[src/rtl/nn_pkg.sv]
// Shared widths, saturation bounds and FSM state type for the neuron_calc engine.
package nn_pkg;

  localparam int unsigned ADDR_W     = 11;
  localparam int unsigned PIXEL_W    = 8;
  localparam int unsigned WEIGHT_W   = 8;
  localparam int unsigned RESULT_W   = 17;
  localparam int unsigned OUT_IDX_W  = 4;
  localparam int unsigned PROD_W     = PIXEL_W + WEIGHT_W;
  localparam int unsigned ADDR_SPACE = 2048;

  localparam int SAT_MAX = 65535;
  localparam int SAT_MIN = -65536;

  typedef enum logic [2:0] {
    IDLE,
    RUN,
    DRAIN,
    STORE,
    DONE
  } calc_state_t;

endpackage

[src/rtl/mac_sat.sv]
// Combinational u8 x s8 product (sign-extended to ACC_W) and store-time saturation.
// With NEURON_CALC_RELU_EN defined, negative accumulators store as zero.
module mac_sat
  import nn_pkg::*;
#(
  parameter int unsigned ACC_W = 24
) (
  input  logic        [PIXEL_W-1:0]  pixel,
  input  logic        [WEIGHT_W-1:0] weight,
  input  logic signed [ACC_W-1:0]    acc,
  output logic signed [ACC_W-1:0]    product_c,
  output logic signed [RESULT_W-1:0] result_c
);

  localparam logic signed [ACC_W-1:0] ACC_MAX = ACC_W'(SAT_MAX);
  localparam logic signed [ACC_W-1:0] ACC_MIN = ACC_W'(SAT_MIN);

  if (ACC_W <= RESULT_W) begin : g_acc_too_narrow
    $error("mac_sat: ACC_W must exceed RESULT_W");
  end

  logic signed [PROD_W-1:0] px_ext;
  logic signed [PROD_W-1:0] wt_ext;
  logic signed [PROD_W-1:0] prod;

  // Pixel is unsigned, so it enters the multiply zero-extended.
  assign px_ext    = {{(PROD_W-PIXEL_W){1'b0}}, pixel};
  assign wt_ext    = {{(PROD_W-WEIGHT_W){weight[WEIGHT_W-1]}}, weight};
  assign prod      = px_ext * wt_ext;
  assign product_c = {{(ACC_W-PROD_W){prod[PROD_W-1]}}, prod};

  always_comb begin
    if (acc > ACC_MAX) begin
      result_c = RESULT_W'(SAT_MAX);
    end else if (acc < ACC_MIN) begin
      result_c = RESULT_W'(SAT_MIN);
    end else begin
      result_c = acc[RESULT_W-1:0];
    end
`ifdef NEURON_CALC_RELU_EN
    if (acc[ACC_W-1]) begin
      result_c = '0;
    end
`else
`endif
  end

endmodule

[src/rtl/neuron_calc.sv]
// Neuron MAC engine: walks pixel/weight SRAMs, accumulates each neuron, stores saturated results.
// Optional build macro NEURON_CALC_RELU_EN clamps negative results to zero (timing unchanged).
module neuron_calc
  import nn_pkg::*;
#(
  parameter int unsigned NUM_INPUTS  = 64,
  parameter int unsigned NUM_OUTPUTS = 10,
  parameter int unsigned ACC_W       = 24
) (
  input  logic                  clk,
  input  logic                  n_rst,
  input  logic                  start_calc,
  output logic [ADDR_W-1:0]     pixel_addr,
  input  logic [PIXEL_W-1:0]    pixel_data,
  output logic [ADDR_W-1:0]     weight_addr,
  input  logic [WEIGHT_W-1:0]   weight_data,
  output logic [RESULT_W-1:0]   result_output,
  output logic [OUT_IDX_W-1:0]  output_address,
  output logic                  result_wen,
  output logic                  busy,
  output logic                  done_calc
);

  localparam int unsigned WPTR_W = ADDR_W + 1;
  localparam logic [ADDR_W-1:0]    LAST_IN  = ADDR_W'(NUM_INPUTS - 1);
  localparam logic [OUT_IDX_W-1:0] LAST_OUT = OUT_IDX_W'(NUM_OUTPUTS - 1);

  if (NUM_INPUTS * NUM_OUTPUTS > ADDR_SPACE) begin : g_addr_overflow
    $error("neuron_calc: NUM_INPUTS*NUM_OUTPUTS exceeds weight address space");
  end
  if (NUM_INPUTS < 2 || NUM_OUTPUTS < 1 || NUM_OUTPUTS > 16) begin : g_bad_dims
    $error("neuron_calc: NUM_INPUTS/NUM_OUTPUTS out of range");
  end

  calc_state_t             state_q, state_d;
  logic [ADDR_W-1:0]       in_cnt_q, in_cnt_d;
  logic [OUT_IDX_W-1:0]    out_cnt_q, out_cnt_d;
  logic [WPTR_W-1:0]       wptr_q, wptr_d;
  logic signed [ACC_W-1:0] acc_q, acc_d;
  logic                    valid_q, valid_d;

  logic [ADDR_W-1:0]       pixel_addr_d, weight_addr_d;
  logic [RESULT_W-1:0]     result_output_d;
  logic [OUT_IDX_W-1:0]    output_address_d;
  logic                    result_wen_d, busy_d, done_calc_d;

  logic signed [ACC_W-1:0]    product_c;
  logic signed [RESULT_W-1:0] result_c;

  mac_sat #(
    .ACC_W (ACC_W)
  ) u_mac_sat (
    .pixel     (pixel_data),
    .weight    (weight_data),
    .acc       (acc_q),
    .product_c (product_c),
    .result_c  (result_c)
  );

  // Next-state, counters and registered-output values.
  always_comb begin
    state_d          = state_q;
    in_cnt_d         = in_cnt_q;
    out_cnt_d        = out_cnt_q;
    wptr_d           = wptr_q;
    acc_d            = acc_q;
    valid_d          = (state_q == RUN);
    result_output_d  = result_output;
    output_address_d = output_address;
    result_wen_d     = 1'b0;

    // Data returns one cycle after each address issued in RUN.
    if (valid_q) begin
      acc_d = acc_q + product_c;
    end

    case (state_q)
      IDLE, DONE: begin
        if (start_calc) begin
          state_d   = RUN;
          in_cnt_d  = '0;
          out_cnt_d = '0;
          wptr_d    = '0;
          acc_d     = '0;
        end
      end
      RUN: begin
        in_cnt_d = in_cnt_q + ADDR_W'(1);
        wptr_d   = wptr_q + WPTR_W'(1);
        if (in_cnt_q == LAST_IN) begin
          state_d = DRAIN;
        end
      end
      DRAIN: begin
        state_d = STORE;
      end
      STORE: begin
        result_wen_d     = 1'b1;
        output_address_d = out_cnt_q;
        result_output_d  = result_c;
        acc_d            = '0;
        in_cnt_d         = '0;
        if (out_cnt_q == LAST_OUT) begin
          state_d = DONE;
        end else begin
          out_cnt_d = out_cnt_q + OUT_IDX_W'(1);
          state_d   = RUN;
        end
      end
      default: begin
        state_d = IDLE;
      end
    endcase

    pixel_addr_d  = (state_d == RUN) ? in_cnt_d : '0;
    weight_addr_d = (state_d == RUN) ? wptr_d[ADDR_W-1:0] : '0;
    busy_d        = (state_d == RUN) || (state_d == DRAIN) || (state_d == STORE);
    done_calc_d   = (state_d == DONE);
  end

  always_ff @(posedge clk or negedge n_rst) begin
    if (!n_rst) begin
      state_q        <= IDLE;
      in_cnt_q       <= '0;
      out_cnt_q      <= '0;
      wptr_q         <= '0;
      acc_q          <= '0;
      valid_q        <= 1'b0;
      pixel_addr     <= '0;
      weight_addr    <= '0;
      result_output  <= '0;
      output_address <= '0;
      result_wen     <= 1'b0;
      busy           <= 1'b0;
      done_calc      <= 1'b0;
    end else begin
      state_q        <= state_d;
      in_cnt_q       <= in_cnt_d;
      out_cnt_q      <= out_cnt_d;
      wptr_q         <= wptr_d;
      acc_q          <= acc_d;
      valid_q        <= valid_d;
      pixel_addr     <= pixel_addr_d;
      weight_addr    <= weight_addr_d;
      result_output  <= result_output_d;
      output_address <= output_address_d;
      result_wen     <= result_wen_d;
      busy           <= busy_d;
      done_calc      <= done_calc_d;
    end
  end

endmodule

[config.mk]
export PLATFORM = sky130hd
export DESIGN_NAME = neuron_calc
export DESIGN_NICKNAME = d
export VERILOG_FILES = /design/src/rtl/nn_pkg.sv /design/src/rtl/mac_sat.sv /design/src/rtl/neuron_calc.sv
export SDC_FILE = /design/constraint.sdc
export NUM_CORES = 1
export LEC_CHECK = 0
export ABC_AREA = 1
export CAP_MARGIN = 20
export CORE_MARGIN = 1.5
export CORE_UTILIZATION = 25
export CTS_CLUSTER_DIAMETER = 200
export DETAILED_ROUTE_END_ITERATION = 6
export PLACE_DENSITY = 0.45
export SLEW_MARGIN = 20
export SYNTH_ARGS = -nofsm -noshare
export SYNTH_HDL_FRONTEND = slang
export SYNTH_HIERARCHICAL = 1
export SYNTH_SLANG_ARGS = --single-unit
[constraint.sdc]
create_clock -name clk -period 2.5 [get_ports clk]
set_input_delay 0.375 -clock clk [delete_from_list [all_inputs] [get_ports clk]]
set_output_delay 0.375 -clock clk [all_outputs]
set_load 0.02 [all_outputs]
Word level (Yosys, flattened, before mapping):

Index checks and enable logic that the tools add are counted.

* add/sub/neg operators: 4
* reductions and logical operators: 8
* $lt $le $gt $ge: 2
* equality and inequality tests: 12
* muxes and demuxes: 19
* multipliers: 1

Operators by type and width (number)
* two-way mux 24 bit: 2
* one-hot mux 24 bit (2 select lines): 1
* two-way mux 17 bit: 2
* two-way mux 11 bit: 3
* one-hot mux 11 bit (3 select lines): 1
* adder 24 x 16 -> 24 bit: 1
* greater-than comparator 24 x 17 -> 1 bit, second input constant: 1
* less-than comparator 24 x 17 -> 1 bit, second input constant: 1
* one-hot mux 12 bit (2 select lines): 1
* multiplier 9 x 8 -> 16 bit: 1
* adder 12 x 1 -> 12 bit, second input constant: 1
* == test 3 x 2 -> 1 bit, second input constant: 4
* two-way mux 12 bit: 1
* one-hot mux 3 bit (4 select lines): 1
* adder 11 x 1 -> 11 bit, second input constant: 1
* == test 11 x 6 -> 1 bit, second input constant: 1
* two-way mux 3 bit: 3
* two-way mux 4 bit: 2
* one-hot mux 4 bit (2 select lines): 1
* == test 3 x 1 -> 1 bit, second input constant: 2
* == test 3 bit, second input constant: 2
* adder 4 x 1 -> 4 bit, second input constant: 1
* == test 4 bit, second input constant: 1
* inequality test 2 bit, second input constant: 2
* 7 further kinds: 9

* bits of input ports: 19
* logic and storage cells: 60
* output and inout port bits: 46
* flip-flop bits (word level): 101

Depth between registers and ports, before layout:

Gate-level depths: netlist of run 1.

* word-level depth: 6
* depth in mapped cells: 34
* mapped depth without buffers: 33

Modules after synthesis:

The synthesis of run 1 kept the hierarchy.

Modules (own cells, without submodules)
* neuron_calc: cells an instance 842, sequential area each 2502.4 sq um, area an instance 6093.3 sq um, times used 1
* mac_sat: cells an instance 427, sequential area each 0.0 sq um, area an instance 2707.6 sq um, times used 1

Worst setup path after synthesis of run 1:

OpenSTA, ideal clock, no wires.

* kind: input to register
* start point: input pixel_data[0]
* end point: register acc_q[17]
* cell stages on the path: 26
* buffers on the path: 2
* setup slack: -2.718 ns
* arrival time: 5.105 ns
* library setup time: 0.113 ns
* data required time: 2.387 ns
* cells stage by stage: clkbuf_1 > or2_2 > fa_1 > fa_1 > inv_1 > fa_1 > inv_1 > fa_1 > inv_1 > ha_1 > nand2_1 > nor2_1 > nand3_1 > nand4_1 > nand2_1 > buf_4 > ha_1 > nand2_1 > nor2_1 > inv_1 > nor3_1 > nand2_1 > nand3_1 > nand3_1 > nand2_1 > inv_1

* longest elaborated chain between the ends: 5

RTL lines
* from (decl): line neuron_calc.sv:14 `input logic [PIXEL_W-1:0] pixel_data,`
* multiplier 9 x 8 -> 16 bit *: line mac_sat.sv:29 `assign prod = px_ext * wt_ext;`
* named net product_c[15]: line neuron_calc.sv:47 `logic signed [ACC_W-1:0] product_c;`
* adder 24 x 16 -> 24 bit *: line neuron_calc.sv:74 `acc_d = acc_q + product_c;`
* two-way mux 24 bit *: line neuron_calc.sv:73 `if (valid_q) begin`
* two-way mux 24 bit: line neuron_calc.sv:79 `if (start_calc) begin`
* one-hot mux 24 bit (2 select lines) *: line neuron_calc.sv:77 `case (state_q)`
* named net acc_d[17]: line neuron_calc.sv:39 `logic signed [ACC_W-1:0] acc_q, acc_d;`
* to (signal assigned): line neuron_calc.sv:127 `acc_q <= '0;`
* to (signal assigned): line neuron_calc.sv:141 `acc_q <= acc_d;`
* to (decl): line neuron_calc.sv:39

Mark *: on every way through the listed nets, which the timed path passes. The rest lies on a longest branch.
A chain may end at the register's enable or synchronous reset.

Worst setup path in the final report of run 1:

* start point: input weight_data[7]
* end point: register acc_q[21]

* longest elaborated chain between the ends: 5

RTL lines
* from (decl): line neuron_calc.sv:16 `input logic [WEIGHT_W-1:0] weight_data,`
* multiplier 9 x 8 -> 16 bit *: line mac_sat.sv:29
* named net product_c[15]: line neuron_calc.sv:47
* adder 24 x 16 -> 24 bit *: line neuron_calc.sv:74
* two-way mux 24 bit *: line neuron_calc.sv:73
* two-way mux 24 bit: line neuron_calc.sv:79
* one-hot mux 24 bit (2 select lines) *: line neuron_calc.sv:77
* named net acc_d[21]: line neuron_calc.sv:39

Marks and branches as above.

==> summary.md, run 1 <==
| Metric | Value |
|---|---|
| Vias in the first global route | `8022` |
| Post-route ant nets | `0` |
| Violated checks | `setup timing` |
| Top_reg_cell synth | `dfrtp_1` |
| HPWL after DPL | `about 19 mm` |
| Via/cell ratio | `between 4 and 5` |
| Worst-margin pin slew | `roughly 560 ps` |
| Tcrit/Tclk final | `1.815` |
| Syn Nets | `1393` |
| Final Hold Fails | `0` |
| Synthesis Warnings | `6` |
| Distinct cell type count after synthesis | `48` |
| Worst hold path type | `flop to flop` |
| Core Area | `between 30000 and 40000 um^2` |
| # rows | `68` |
| First-pass GRT wire length | `between 40 and 50 mm` |
| Fmax | `approximately 0.22 GHz` |
| Status | `complete, but fails checks` |
| DIE AREA | `around 36000 um^2` |
| All-Layer GR Usage | `0.1384` |
| CP arrival | `4830 ps` |
| Startpoint types | `input port` |
| Final Instance Area | `between 10000 and 15000 um^2` |
| Area Growth Syn to Fin | `43.26%` |
| Largest net degree at the start of global routing | `42` |
| Critical Path RT | `2800 ps` |
| Max Fanout on Critical Path | `7` |
| DR WL/cell | `roughly 13 um` |
| Clk sink count | `100` |
| Layout cells sized above 1 | `0.3273` |
| Worst Skew | `roughly 11 ps` |
| Worst-Skew Late Latency | `between 300 and 400 ps` |
| # DRC | `0` |
| Tmin final | `4537 ps` |
| Unrepaired setup endpoints after global routing | `true` |
| # diodes | `0` |
| Seq/Total Area, Yosys | `0.2843` |
| Netlist Area Pre-Place | `8801 um^2` |
| Commonest non-fill, non-tap cell in the layout | `nand2_1` |
| H-tree levels | `3` |
| Number of max-cap violations | `0` |
| Most frequent cells in the layout | `323 x nand2_1, 228 x inv_1, 100 x dfrtp_1` |
| CTS Root Cell | `clkbuf_16` |
| Crit. End Element | `flop` |
| Rel. slew slack | `0.6238` |
| Number of antenna violations at the first check in global routing | `0` |
| Synthesized area per cell | `6.935 um^2` |
| CTS max path bufs | `2` |
| Total global routing overflow | `0` |
| GP Congestion | `slightly above 0.8` |
| Cell count after synthesis | `~1300` |
| Starting Density | `0.2542` |
| Ys async rst share | `1.000` |
| CTS Buf Count | `9` |
| CP Class | `input port to flop` |
| Final worst slack | `-2037 ps` |
| Endpoints failing setup | `20` |
| Die W | `190.6 um` |
| Cell Area, Placed | `between 10000 and 15000 um^2` |
| WL final | `about 24 mm` |
| CTS tree | `built` |
| Drt first pass iters | `4` |
| Clock transition at path regs | `~80 ps` |
| Starting DRT DRC Count | `356` |
| IO Pins | `65` |
| Vias | `between 7000 and 8000` |
| # port buffers | `64` |
| Post-synthesis register bit count | `100` |
| Fin. max-slew vios | `0` |
| Fill count | `roughly 3600` |
| EDFF count, synth | `0` |
| Final Net Count | `between 1500 and 2000` |
| Die Y | `around 190 um` |
path summary, 6_finish.rpt:
path / start / endpoint / slack (ps) / cells after the start
worst max register to register: acc_q[0] / acc_q[20] / 530 / 12
worst min register to register: result_output[10] / result_output[10] / 470 / 2
max in group asynchronous: n_rst / acc_q[21] / 1390 / 3
min in group asynchronous: n_rst / output_address[2] / 480 / 2
worst max-delay path: weight_data[7] / acc_q[21] / -2040 / 28
worst min-delay path: result_output[10] / result_output[10] / 470 / 2
registers in the layout (all words and copies together), names as in the netlist, 4 cells and up:
signal          flops
pixel_addr         11
acc_q              24
weight_addr        11
wptr_q             11
output_address      4
result_output      17
out_cnt_q           4
in_cnt_q           11
logic make-up (layout without fill, tap and decap cells):
family,Yosys count,count (layout),synth area share
AOI/OAI and AO/OA,72,72,0.04919
buffers and inverters,330,506,0.1513
DFF,100,100,0.2843
and+or+nand+nor,653,653,0.3246
xor gates and xnor gates,9,9,0.008957
adders and majority gates,105,105,0.1817
layer usage:
metal	vias up	GRT usage	part of all wire
li1	4134	-	-
met1	3748	0.1975	0.51
met5	-	0	0
met2	67	0.2264	0.46
met3	12	0.01491	0.018
met4	0	0.02514	0.0079
synth_stat cells, types with 2 or more instances:
master | number | share of area
o21ai_1 | 5 | 0.0028
nand4_1 | 14 | 0.010
nand3b_1 | 3 | 0.0026
xnor2_1 | 2 | 0.0020
inv_4 | 3 | 0.0021
nor2_2 | 2 | 0.0014
o21ai_0 | 22 | 0.013
nand2_2 | 5 | 0.0036
buf_2 | 3 | 0.0017
o211ai_1 | 6 | 0.0051
nand2_1 | 408 | 0.17
nand3_1 | 74 | 0.042
inv_1 | 282 | 0.12
or2_2 | 4 | 0.0028
ha_1 | 67 | 0.095
nor3_2 | 3 | 0.0034
o22ai_1 | 2 | 0.0014
nor2_4 | 12 | 0.015
nand2_4 | 7 | 0.0090
nor3_1 | 10 | 0.0057
xor2_1 | 7 | 0.0070
buf_6 | 4 | 0.0051
buf_1 | 2 | 0.00085
clkbuf_1 | 19 | 0.0081
a21oi_1 | 26 | 0.015
inv_2 | 6 | 0.0026
fa_1 | 38 | 0.086
dfrtp_1 | 100 | 0.28
buf_4 | 9 | 0.0077
nand3_2 | 3 | 0.0034
nor2_1 | 102 | 0.044
o21bai_1 | 3 | 0.0026
worst max-delay path, cell delays in order:
cell and delay (ps):
buf_8 90, inv_8 40, buf_6 100, fa_2 460, fa_1 530, inv_2 40
fa_1 540, inv_2 40, fa_1 490, inv_2 40, ha_4 300, nand2_4 70
nor2_4 130, nand3_2 90, nand4_1 150, nand2_4 130, buf_8 170, ha_4 310
nand2_4 80, nor2_4 100, nand2_2 60, nor2_1 80, nand2_1 90, nand3_1 90
nand2_1 50, nand3_1 90, nand2_1 60, inv_1 50
what timing repair did:
item	4_1_cts	5_1_grt
resized for setup	280	104
pin swaps	126	77
endpoints found under the setup margin	22	21
hold buffers	1	0
setup buffers	21	16
endpoints found under the hold margin	25	0
area by class of cell:
type,count,area [um^2],area share
repair buffers,198,1853,0.1470
multi-input cells,839,6261,0.4966
inverters,292,1117,0.08862
well taps,455,569.3,0.04515
flip-flops and latches,100,2502,0.1985
clock inverters,7,80.08,0.006351
clock buffers,9,225.2,0.01786
stage by stage:
| stage | setup WS (ps) | setup TNS [ps] | instances | util | hold slack, ps |
|---|---|---|---|---|---|
| after floorplan | -2257 | -38310 | 1269 | - | 79.41 |
| after global placement | -3071 | -57020 | 1848 | 0.3153 | 337.3 |
| after detailed placement | -3131 | -57690 | 1848 | 0.3153 | 336.6 |
| after CTS | -2066 | -35750 | 1886 | 0.3512 | 482.0 |
| after global routing | -2283 | -39680 | 1900 | 0.3641 | 498.7 |
| final | -2037 | -35580 | 1900 | 0.3641 | 474.3 |
Power of run 1 is not shown: default switching activity piles up to over one toggle a cycle in this logic, so the estimate is an artifact.
==> run 2: changes to the inputs <==
--- a/config.mk
+++ b/config.mk
@@ -7,7 +7,7 @@
 export LEC_CHECK = 0
 export ABC_AREA = 1
 export CAP_MARGIN = 20
-export CORE_MARGIN = 1.5
+export CORE_MARGIN = 2
 export CORE_UTILIZATION = 25
 export CTS_CLUSTER_DIAMETER = 200
 export DETAILED_ROUTE_END_ITERATION = 6
==> run 2 against run 1 <==
Against the previous run:
- the flow still finishes with violations (setup timing)
- utilization grew 0.50 points
- register-to-register slack barely moved
- sequential share of layout area decreased by 0.27 points
- highest routed layer unchanged
==> summary.md, run 2 (same netlist as run 1, synthesis figures left out) <==
| Metric | Value |
|---|---|
| Status | `complete, but fails checks (unchanged)` |
| Violated checks | `setup timing (unchanged)` |
| Worst Skew | `9.971 ps (was 11.23 ps)` |
| CTS Buf Count | `9 (unchanged)` |
| Largest Register | `acc_q (unchanged)` |
| Via/cell ratio | `4.218 (was 4.190)` |
| Rel. slew slack | `0.5514 (was 0.6238)` |
| Die Y | `191.6 um (was 190.6 um)` |
| # rows | `68 (unchanged)` |
| Crit-path max cell delay | `500 ps (was 540 ps)` |
| Final Net Count | `1553 (was 1564)` |
| Endpoints failing setup | `20 (unchanged)` |
| Number of antenna violations at the first check in global routing | `0 (unchanged)` |
| Vias in the first global route | `7872 (was 8022)` |
| Most frequent cells in the layout | `301 x nand2_1, 215 x inv_1, 100 x dfrtp_1 (was 323 x nand2_1, 228 x inv_1, 100 x dfrtp_1)` |
| Worst-margin pin slew | `672.9 ps (was 562.1 ps)` |
| Area Growth Syn to Fin | `45.21% (was 43.26%)` |
| Starting Density | `0.2542 (unchanged)` |
| FF-to-FF path depth | `12 (unchanged)` |
| H-tree levels | `3 (unchanged)` |
| Final worst slack | `-2041 ps (was -2037 ps)` |
| CP Class | `input port to flop (unchanged)` |
| CTS tree | `built (unchanged)` |
| # DRC | `0 (unchanged)` |
| WL final | `23.93 mm (was 23.81 mm)` |
| Commonest non-fill, non-tap cell in the layout | `nand2_1 (unchanged)` |
| Unrepaired setup endpoints after global routing | `true (unchanged)` |
| All-Layer GR Usage | `0.1354 (was 0.1384)` |
| Vias | `7967 (was 7961)` |
| Max Fanout on Critical Path | `7 (unchanged)` |
| Placement Setup Slack | `-3017 ps (was -3131 ps)` |
| Top flop regs | `acc_q x24, result_output x17 (unchanged)` |
| Tcrit/Tclk final | `1.817 (was 1.815)` |
| CTS max path bufs | `2 (unchanged)` |
| Worst hold path type | `input port to asynchronous set/reset pin (was flop to flop)` |
| Clock transition at path regs | `80 ps (about the same)` |
| DR WL/cell | `12.67 um (was 12.53 um)` |
| Drt first pass iters | `5 (was 4)` |
| DIE AREA | `36720 um^2 (was 36340 um^2)` |
| Layout cells sized above 1 | `0.3605 (was 0.3273)` |
| First-pass GRT wire length | `40.10 mm (was 40.49 mm)` |
| CTS Root Cell | `clkbuf_16 (unchanged)` |
| Crit. End Element | `flop (unchanged)` |
| Final Hold Fails | `0 (unchanged)` |
| HPWL after DPL | `18.61 mm (was 18.80 mm)` |
| Critical-path top delay cell | `fa_1 (unchanged)` |
| Max reg flops | `24 (unchanged)` |
| Tmin final | `4541 ps (was 4537 ps)` |
| Placed insts | `1848 (unchanged)` |
| Number of max-cap violations | `0 (unchanged)` |
| Post-route ant nets | `0 (unchanged)` |
| Startpoint types | `input port (unchanged)` |
| Core Area | `34630 um^2 (unchanged)` |
| # diodes | `0 (unchanged)` |
| Fin. max-slew vios | `0 (unchanged)` |
| Clk sink count | `100 (unchanged)` |
| Critical Path RT | `2760 ps (was 2800 ps)` |
| Total global routing overflow | `0 (unchanged)` |
| IO Pins | `65 (unchanged)` |
| Starting DRT DRC Count | `373 (was 356)` |
| Post-Layout Cell Count | `1889 (was 1900)` |
| Fmax | `0.2202 GHz (was 0.2204 GHz)` |
| Worst-Skew Late Latency | `350 ps (was 360 ps)` |
| Die W | `191.6 um (was 190.6 um)` |
| # port buffers | `64 (unchanged)` |
| Largest net degree at the start of global routing | `45 (was 42)` |
| CP arrival | `4800 ps (was 4830 ps)` |
| GP Congestion | `0.8176 (was 0.8064)` |
-- run 2: repair_timing --
action / CTS / global route
gates cloned: 0 / 0
setup buffers: 14 / 13
pin swaps: 104 / 139
resized for setup: 210 / 250
hold buffers: 0 / 0
endpoints found under the setup margin: 22 / 21
-- run 2: final cells by class --
type,count,area [um^2]
timing repair buffer,187,1732
fill,3562,21850
multi-input combinational,839,6551
sequential,100,2502
clock buffer,9,225.2
tap,455,569.3
inverter,292,1125
clock inverter,7,75.07
-- run 2: worst paths after layout --
path,startpoint,endpoint,slack [ps]
min in group clk,result_output[7],result_output[7],480
worst min register to register,result_output[7],result_output[7],480
worst max register to register,acc_q[0],acc_q[20],520
worst max-delay path,weight_data[7],acc_q[21],-2040
worst min-delay path,n_rst,output_address[2],50
max in group asynchronous,n_rst,wptr_q[9],1760
-- run 2: metal layers --
layer	GRT usage	up-vias	wire length [um]
met1	0.1958	3733	12060
met5	0	-	0
met4	0.02692	0	334
li1	-	4130	-
met2	0.2186	87	11030
met3	0.01407	17	505
-- run 2: per-stage QoR --
| stage | hold slack (ps) | util | instance area (um^2) | TNS (ps) |
|---|---|---|---|---|
| after floorplan | 79.41 | - | 9329 | -38310 |
| after global placement | 457.1 | 0.3156 | 10930 | -57020 |
| after detailed placement | 458.2 | 0.3156 | 10930 | -56950 |
| after CTS | 70.55 | 0.3407 | 11800 | -37200 |
| after global routing | 93.87 | 0.3691 | 12780 | -39110 |
| final | 48.96 | 0.3691 | 12780 | -35050 |
-- run 2: critical path, delay by kind of cell --
family,cells,cell delay (ps)
compound gates,1,130
fa+ha+maj,6,2460
buf+inv,8,600
simple gates,12,1240
Power of run 2 is left out for the same reason.
